### config.mk
export PLATFORM = sky130hd
export DESIGN_NAME = fence_sequencer
export DESIGN_NICKNAME = d
export VERILOG_FILES = /design/src/rtl/fence_sequencer.sv
export SDC_FILE = /design/constraint.sdc
export NUM_CORES = 1
export LEC_CHECK = 0
export ABC_AREA = 1
export CAP_MARGIN = 20
export CORE_UTILIZATION = 59
export DETAILED_ROUTE_END_ITERATION = 6
export GPL_TIMING_DRIVEN = 1
export PLACE_DENSITY = 0.88
export SYNTH_ARGS = -nofsm -noshare
export SYNTH_HDL_FRONTEND = slang
export SYNTH_SLANG_ARGS = --single-unit
### constraint.sdc
create_clock -name CLK -period 3.2 [get_ports CLK]
set_input_delay 0.8 -clock CLK [delete_from_list [all_inputs] [get_ports CLK]]
set_output_delay 0.8 -clock CLK [all_outputs]
set_load 0.1 [all_outputs]
### src/rtl/fence_sequencer.sv
// fence_sequencer: turns FENCE / FENCE.I requests into the ordered
// dcache-flush / icache-clear sequence and stalls the pipeline meanwhile.
module fence_sequencer #(
  parameter bit DCACHE_WRITEBACK = 1'b1,
  parameter int CNT_W            = 16
) (
  input  logic             CLK,
  input  logic             RST,
  input  logic             fence_req,
  input  logic             fence_i_req,
  output logic             fence_stall,
  output logic             fence_ack,
  output logic [CNT_W-1:0] last_fence_cycles,
  output logic             dcache_flush,
  output logic             dcache_clear,
  output logic             icache_clear,
  output logic             icache_flush,
  input  logic             dflush_done,
  input  logic             dclear_done,
  input  logic             iclear_done,
  input  logic             iflush_done
);

  typedef enum logic [1:0] {
    IDLE,
    DFLUSH,
    ICLEAR,
    DONE
  } state_t;

  localparam logic [CNT_W-1:0] ONE = {{(CNT_W-1){1'b0}}, 1'b1};

  state_t           state_q, state_d;
  logic             is_fi_q, is_fi_d;
  logic [CNT_W-1:0] cnt_q, cnt_d;
  logic [CNT_W-1:0] last_q, last_d;
  logic [CNT_W-1:0] cnt_inc;
  logic             dfl_q, icl_q, ack_q;
  logic             unused_done;

  // The clear/flush-of-other-cache handshakes are reserved, never driven.
  assign unused_done = dclear_done | iflush_done;

  assign cnt_inc = (&cnt_q) ? cnt_q : cnt_q + ONE;

  // Next-state, request latch and fence-duration bookkeeping.
  always_comb begin
    state_d = state_q;
    is_fi_d = is_fi_q;
    cnt_d   = cnt_q;
    last_d  = last_q;
    unique case (state_q)
      IDLE: begin
        if (fence_i_req) begin
          is_fi_d = 1'b1;
          state_d = DCACHE_WRITEBACK ? DFLUSH : ICLEAR;
        end else if (fence_req) begin
          is_fi_d = 1'b0;
          state_d = DFLUSH;
        end
      end
      DFLUSH: begin
        cnt_d = cnt_inc;
        if (dflush_done) begin
          state_d = is_fi_q ? ICLEAR : DONE;
        end
      end
      ICLEAR: begin
        cnt_d = cnt_inc;
        if (iclear_done) begin
          state_d = DONE;
        end
      end
      DONE: begin
        state_d = IDLE;
      end
      default: begin
        state_d = IDLE;
      end
    endcase
    // The final busy cycle counts toward the reported duration.
    if (state_d == DONE && state_q != DONE) begin
      last_d = cnt_inc;
      cnt_d  = '0;
    end
  end

  // State, counters and glitch-free registered cache controls.
  always_ff @(posedge CLK or posedge RST) begin
    if (RST) begin
      state_q <= IDLE;
      is_fi_q <= 1'b0;
      cnt_q   <= '0;
      last_q  <= '0;
      dfl_q   <= 1'b0;
      icl_q   <= 1'b0;
      ack_q   <= 1'b0;
    end else begin
      state_q <= state_d;
      is_fi_q <= is_fi_d;
      cnt_q   <= cnt_d;
      last_q  <= last_d;
      dfl_q   <= (state_d == DFLUSH);
      icl_q   <= (state_d == ICLEAR);
      ack_q   <= (state_d == DONE);
    end
  end

  assign fence_stall = ~RST & (
    ((state_q == IDLE) & (fence_req | fence_i_req)) |
    (state_q == DFLUSH) | (state_q == ICLEAR));

  assign fence_ack         = ack_q;
  assign dcache_flush      = dfl_q;
  assign icache_clear      = icl_q;
  assign dcache_clear      = 1'b0;
  assign icache_flush      = 1'b0;
  assign last_fence_cycles = last_q;

endmodule
Yosys cells after proc, flatten, opt, wreduce, memory -nomap -nowiden

Cells that the tools add are included.

Register bits after elaboration: 38
Bits of input ports: 8
Output and inout bits: 22
Logic and storage cells: 39

Add/sub/neg operators: 1
Equal/unequal tests: 7
Multiplexer cells: 11
Bitwise gates (word level): 6
Reduce and logical (&&, ||, !) cells: 7

Operators with widths:

| operator                | number |
|---|---|
| $mux W16                | 3 |
| $add A16 B1 Y16 const B | 1 |
| $reduce_and A16 Y1      | 1 |
| $eq A2 B2 Y1 const B    | 4 |
| $mux W2                 | 4 |
| $pmux W2 S4             | 1 |
| $eq A2 B1 Y1 const B    | 2 |
| $reduce_bool A2 Y1      | 2 |
| $mux W1                 | 3 |
| $or A1 B1 Y1            | 3 |
| $and A1 B1 Y1           | 2 |
| $logic_not A2 Y1        | 1 |
| $ne A2 B2 Y1 const B    | 1 |
| $reduce_and A2 Y1       | 1 |
| $reduce_or A2 Y1        | 1 |
| $logic_and A1 B1 Y1     | 1 |
| $not A1 Y1              | 1 |

Longest topological paths before layout

Gate-level depths: netlist (run 1).

Depth after elaboration: 6
Depth in mapped cells: 11
Mapped depth without buffers: 10

Least setup slack after synthesis (run 1)

No wires, ideal clock.

Path kind: input -> output
From: input port fence_i_req
To: output port fence_stall
Arrival time: 2407 ps
Slack: -7 ps
Stages: 2
Path buffers: 0
Cell sequence: o21ai_0 > a31oi_1

Longest elaborated chain between the ends: 5

RTL lines:

| what            | RTL line | RTL |
|---|---|---|
| start, declared | 10       | `input logic fence_i_req,` |
| $or A1 B1 Y1    | 110      | `((state_q == IDLE) & (fence_req \| fence_i_req)) \|` |
| $and A1 B1 Y1   | 110      |  |
| $or A1 B1 Y1    | 110      |  |
| $or A1 B1 Y1    | 111      | `(state_q == DFLUSH) \| (state_q == ICLEAR));` |
| $and A1 B1 Y1   | 109      | `assign fence_stall = ~RST & (` |
| end, declared   | 11       | `output logic fence_stall,` |

Every way passes these cells.

Worst setup path after layout (run 1)

Same ends and word-level chain as after synthesis.

==> impl_metrics.ini, run 1 <==
[final_layout]
layout_common_cells = nand2_1, nand3_1, dfrtp_1
fillerInstances = 281
fin_nets = 330
drive_above_1_share_pct = 18.0
antenna_cells = 0
syn2layout_area_growth_pct = 13.5
mostFrequentLayoutCell = nand2_1

[pwr]
power_density_nw_per_um2 = 853
peakVddDrop_uv = 1280
p_leak_nw = 1.37
p_total_mw = 2.15

[global_route]
grt_pass1_vias = 1852
grt_max_degree = 39
overflow = 0
grt_pass1_wl_um = 8000
antenna_found_initial = 0
grt_usage_pct = 25.1

[worst_setup_path]
path_cells = clkdlybuf4s50_1, o21ai_0, a31oi_2, buf_12
crit_fanout = 3
cp_top_family = buffers and inverters
r2r_cells = 5
r2r-start = state_q[1]
path_buf_inv = 2
cp-start-kind = input port
critPathSlowestCell = clkdlybuf4s50_1
path_depth = 4
critical_path.endpoint = fence_stall
criticalPathCategory = input port to output pin
r2r_end = cnt_q[8]
worstPathRequired_ns = 2.40
rrSetupSlack_ns = 1.15
cpPeakStageDelay_ns = 0.43
cp.arrival_ns = 1.90
startpoint = fence_i_req
cp-end-kind = output pin

[cts]
path_clk_slew_ns = 0.07
cts-resized-gates = 0
cts_sinks = 38
htree_levels = 2
cts_root_buf = clkbuf_8
cts_hold_buf = 0
clock_latency_ns = 0.29
cts_tree = yes
cts_buffer_depth = 2
cts_buffers = 5
post_cts_buffers = 0

[yosys]
synthDistinctLibCells = 25
ys_seq_area_share_pct = 42.8
avgSynthCellArea_um2 = 7.61
synth-seq-cells = 38
yosys_warnings = 0
synth_area_um2 = 2220
netlist_instances = 292

[place]
hpwl_um = 3150
port_buffers = 25
dp_slack_ns = 0.478
place.gp.congestion = 0.937

[sta]
period_needed_ns = 2.70
max_freq_mhz = 371
rsz0062_at_grt = no
max_slew_margin_pct = 59.8
worst_pin_slew_ns = 0.602
tns_ns = 0
slew_violations = 0
fin_ws_ns = 0.504
fin_worst_skew_ns = 0.00255
hold_violations = 0
period_share_pct = 84.3
setup_violations = 0

[floorplanning]
die_area_um2 = 4020
initial_core_util_pct = 64.1
io_pins = 30
die_w_um = 63.4
rows = 21
core_um2 = 3470
die_y_um = 63.4

[detailed_routing]
wire_per_inst_um = 12.2
drt_pre_antenna_iters = 4
ant_nets = 0
drc_errors = 0
via_per_inst = 5.30
vias = 1923
drt-initial-drc-count = 164
wl_um = 4430

[worst_hold_path]
hold_class = flop to flop

[outcome]
status = finished, final reports clean

[run]
max_cap_violations = 0
==> layer usage <==
metal  track usage, %  wire, um
met1             32.9      2080
met2             41.6      2130
met3             4.89       161
met4             7.67        61
met5                0         0
==> worst min-delay path by stage <==
stage	from	to	cells after the start
after global routing	last_fence_cycles[15]	last_fence_cycles[15]	2
after global placement	last_fence_cycles[12]	last_fence_cycles[12]	2
after floorplan	is_fi_q	is_fi_q	2
final	last_fence_cycles[12]	last_fence_cycles[12]	2
after CTS	last_fence_cycles[4]	last_fence_cycles[4]	2
after detailed placement	last_fence_cycles[4]	last_fence_cycles[4]	2
==> tightest hold or removal path: cells and delay by family (launching register included) <==
| kind | cells | cell delay [ns] |
|---|---|---|
| flops | 1 | 0.35 |
| simple gates | 2 | 0.10 |
==> sequential cells by signal, indices dropped and copies added (netlist names) <==
register	cells
icache_clear	1
dcache_flush	1
last_fence_cycles	16
cnt_q	16
fence_ack	1
state_q	2
is_fi_q	1
==> cell usage after synthesis (all sizes together) <==
cell type    n  area (um^2)
nand4        7         58.8
or2          5         31.3
a31oi        1         6.26
buf         12         93.8
nand2      111          432
conb         1         3.75
inv         23         86.3
ha           6         75.1
xnor2        2         17.5
o21ai        4         20.0
nand3       53          310
dfrtp       38          951
nor2        28          133
a21oi        1         5.00
==> power breakdown <==
| part | total [mW] | switching (mW) | internal (mW) |
|---|---|---|---|
| registers | 0.639 | 0.0750 | 0.564 |
| clock network | 0.340 | 0.167 | 0.174 |
| logic | 1.17 | 0.896 | 0.277 |
==> final cells by class <==
cell class | count | area (um^2) | area share, %
Inverter | 23 | 86.3 | 3.42
Multi-Input combinational cell | 220 | 1100 | 43.7
Clock buffer | 7 | 86.3 | 3.42
Clock inverter | 1 | 5.00 | 0.198
Timing Repair Buffer | 28 | 235 | 9.32
Tap cell | 46 | 57.6 | 2.28
Sequential cell | 38 | 951 | 37.7
==> per-stage QoR <==
step / hold slack, ns / std cells / area, um^2 / util (%)
after floorplan: 0.442 / 293 / 2230 / -
after global placement: 0.464 / 355 / 2430 / 70.1
after detailed placement: 0.466 / 355 / 2430 / 70.1
after CTS: 0.484 / 363 / 2520 / 72.8
after global routing: 0.509 / 363 / 2520 / 72.8
final: 0.480 / 363 / 2520 / 72.8
==> kinds of logic after synthesis <==
family	after synthesis	synth area share, %
buf+inv	35	8.10
other cells	1	0.169
xor+xnor	2	0.788
flops	38	42.8
compound gates	6	1.41
fa+ha+maj	6	3.38
simple gates	204	43.4
(Power assumes the default switching activity.)
==> run 2: changes to the inputs <==
--- a/config.mk
+++ b/config.mk
@@ -7,10 +7,10 @@
 export LEC_CHECK = 0
 export ABC_AREA = 1
 export CAP_MARGIN = 20
-export CORE_UTILIZATION = 59
+export CORE_UTILIZATION = 49
 export DETAILED_ROUTE_END_ITERATION = 6
 export GPL_TIMING_DRIVEN = 1
-export PLACE_DENSITY = 0.88
+export PLACE_DENSITY = 0.78
 export SYNTH_ARGS = -nofsm -noshare
 export SYNTH_HDL_FRONTEND = slang
 export SYNTH_SLANG_ARGS = --single-unit
==> constraint.sdc (replaced) <==
create_clock -name CLK -period 2.3 [get_ports CLK]
set_input_delay 0.575 -clock CLK [delete_from_list [all_inputs] [get_ports CLK]]
set_output_delay 0.575 -clock CLK [all_outputs]
set_load 0.1 [all_outputs]
==> run 2 against run 1 <==
  * Setup slack got worse by 0.40 ns
  * Final cell count rose by 1.9%
  * Utilization fell by 14 points
  * Register-to-register slack got worse by 0.78 ns
  * Sequential power rose by 38%
  * First-iteration DRC count fell by 18%
  * Worst hold slack improved by 0.0027 ns
  * Clock power rose by 36%
  * Design area rose by 1.4%
  * Critical endpoint unchanged
  * Highest routed layer unchanged
==> impl_metrics.ini, run 2 (synthesis results as in run 1) <==
[pwr]
p_leak_nw = 1.37
p_comb_share_pct = 55.8
p_seq_share_pct = 29.0
power_density_nw_per_um2 = 1190
p_int_mw = 1.42
peakVddDrop_uv = 1200
switchingPower_mw = 1.63
p_sw_share_pct = 53.3
pwr-share-clk_pct = 15.2

[worst_setup_path]
criticalPathCategory = flop to output pin
r2r_cells = 9
critPathSlowestCell = dfrtp_1
worstPathRequired_ns = 1.73
cp_top_family = flip-flops
cp.arrival_ns = 1.62
rrSetupSlack_ns = 0.37
cp-start-kind = flop
path_cells = inv_1, ha_4, o21ai_1, a31oi_4, buf_12
path_buf_inv = 2
cp-end-kind = output pin
cpPeakStageDelay_ns = 0.42
path_depth = 5
crit_fanout = 7

[place]
place.gp.congestion = 0.866
port_buffers = 25
hpwl_um = 3130
dp_slack_ns = -0.00637
dp.cells = 362

[cts]
cts_root_buf = clkbuf_8
cts_hold_buf = 0
cts_tree = yes
path_clk_slew_ns = 0.08
post_cts_buffers = 0
clock_latency_ns = 0.30
cts_buffer_depth = 2
htree_levels = 2
cts_buffers = 5
cts_sinks = 38

[sta]
fin_worst_skew_ns = 0.0126
fin_ws_ns = 0.101
whs_ns = 0.482
slew_violations = 0
period_share_pct = 95.6
period_needed_ns = 2.20
rsz0062_at_grt = no
setup_violations = 0
worst_pin_slew_ns = 0.558
hold_violations = 0
max_slew_margin_pct = 62.7
max_freq_mhz = 455

[detailed_routing]
vias = 1923
drt_pre_antenna_iters = 4
drt-initial-drc-count = 135
drc_errors = 0
wl_um = 4420
wire_per_inst_um = 11.9
via_per_inst = 5.20
ant_nets = 0

[global_route]
overflow = 0
grt_max_degree = 39
grt_pass1_wl_um = 7850
grt_pass1_vias = 1796
antenna_found_initial = 0
grt_usage_pct = 20.3

[run]
max_cap_violations = 0

[floorplanning]
io_pins = 30
die_y_um = 69.4
die_area_um2 = 4810
rows = 24
core_um2 = 4350
initial_core_util_pct = 51.1
die_w_um = 69.4

[outcome]
status = finished, final reports clean

[final_layout]
stdcell_count = 370
fin_nets = 331
syn2layout_area_growth_pct = 15.1
drive_above_1_share_pct = 18.9
finish.utilization_pct = 58.8
fillerInstances = 410
layout_common_cells = nand2_1, nand3_1, dfrtp_1
antenna_cells = 0
mostFrequentLayoutCell = nand2_1

[worst_hold_path]
holdPathStages = 2
hold_class = flop to flop
[run 2: changes by cell type in the layout (fill, tap and decap cells not counted), sizes merged]
cell / delta
clkbuf: -2
buf: +1
clkinvlp: +1
clkinv: +1
[run 2: layout make-up]
| class | count | area, um^2 | area share [%] |
|---|---|---|---|
| Clock inverter | 3 | 21.3 | 0.831 |
| Tap cell | 52 | 65.1 | 2.54 |
| Inverter | 23 | 86.3 | 3.37 |
| Multi-Input combinational cell | 220 | 1120 | 43.9 |
| Sequential cell | 38 | 951 | 37.2 |
| Timing Repair Buffer | 29 | 243 | 9.49 |
| Clock buffer | 5 | 68.8 | 2.69 |
[run 2: worst register-to-register path, cell delays in order (launching register included)]
cell	delay, ns
dfrtp_1	0.47
inv_1	0.13
ha_4	0.20
or2_1	0.23
nor2_2	0.17
nor2_4	0.06
nand4_4	0.09
buf_4	0.30
nand3_1	0.12
nand2_1	0.08
[run 2: per-stage QoR]
stage                     TNS [ns]  power (mW)  area, um^2
after floorplan                  0        2.28        2240
after global placement           0        2.53        2460
after detailed placement  -0.00637        2.57        2460
after CTS                        0        3.04        2550
after global routing             0        3.27        2560
final                            0        3.05        2560
[run 2: power groups by stage]
stage	logic (mW)	registers [mW]	clock network (mW)
2_1_floorplan	1.03	1.25	0
3_3_place_gp	1.63	0.896	0
3_5_place_dp	1.67	0.898	0
4_1_cts	1.68	0.886	0.472
5_1_grt	1.87	0.904	0.499
6_report	1.70	0.885	0.463
[run 2: path summary, 6_finish.rpt]
path | end | from
max | fence_stall | state_q[0]
min | last_fence_cycles[3] | last_fence_cycles[3]
max reg2reg | cnt_q[4] | state_q[1]
min reg2reg | last_fence_cycles[3] | last_fence_cycles[3]
max in group asynchronous | last_fence_cycles[5] | RST
min in group asynchronous | cnt_q[15] | RST
[run 2: repair_timing]
action	in CTS	in global routing
endpoints found under the setup margin	1	1
resized for setup	2	1
pin swaps	0	0
[run 2: per-layer routing]
layer	part of all wire, %	global-route usage (%)
met1	44	26.3
met2	51	33.7
met3	4.6	4.80
met4	1.0	6.12
met5	0	0
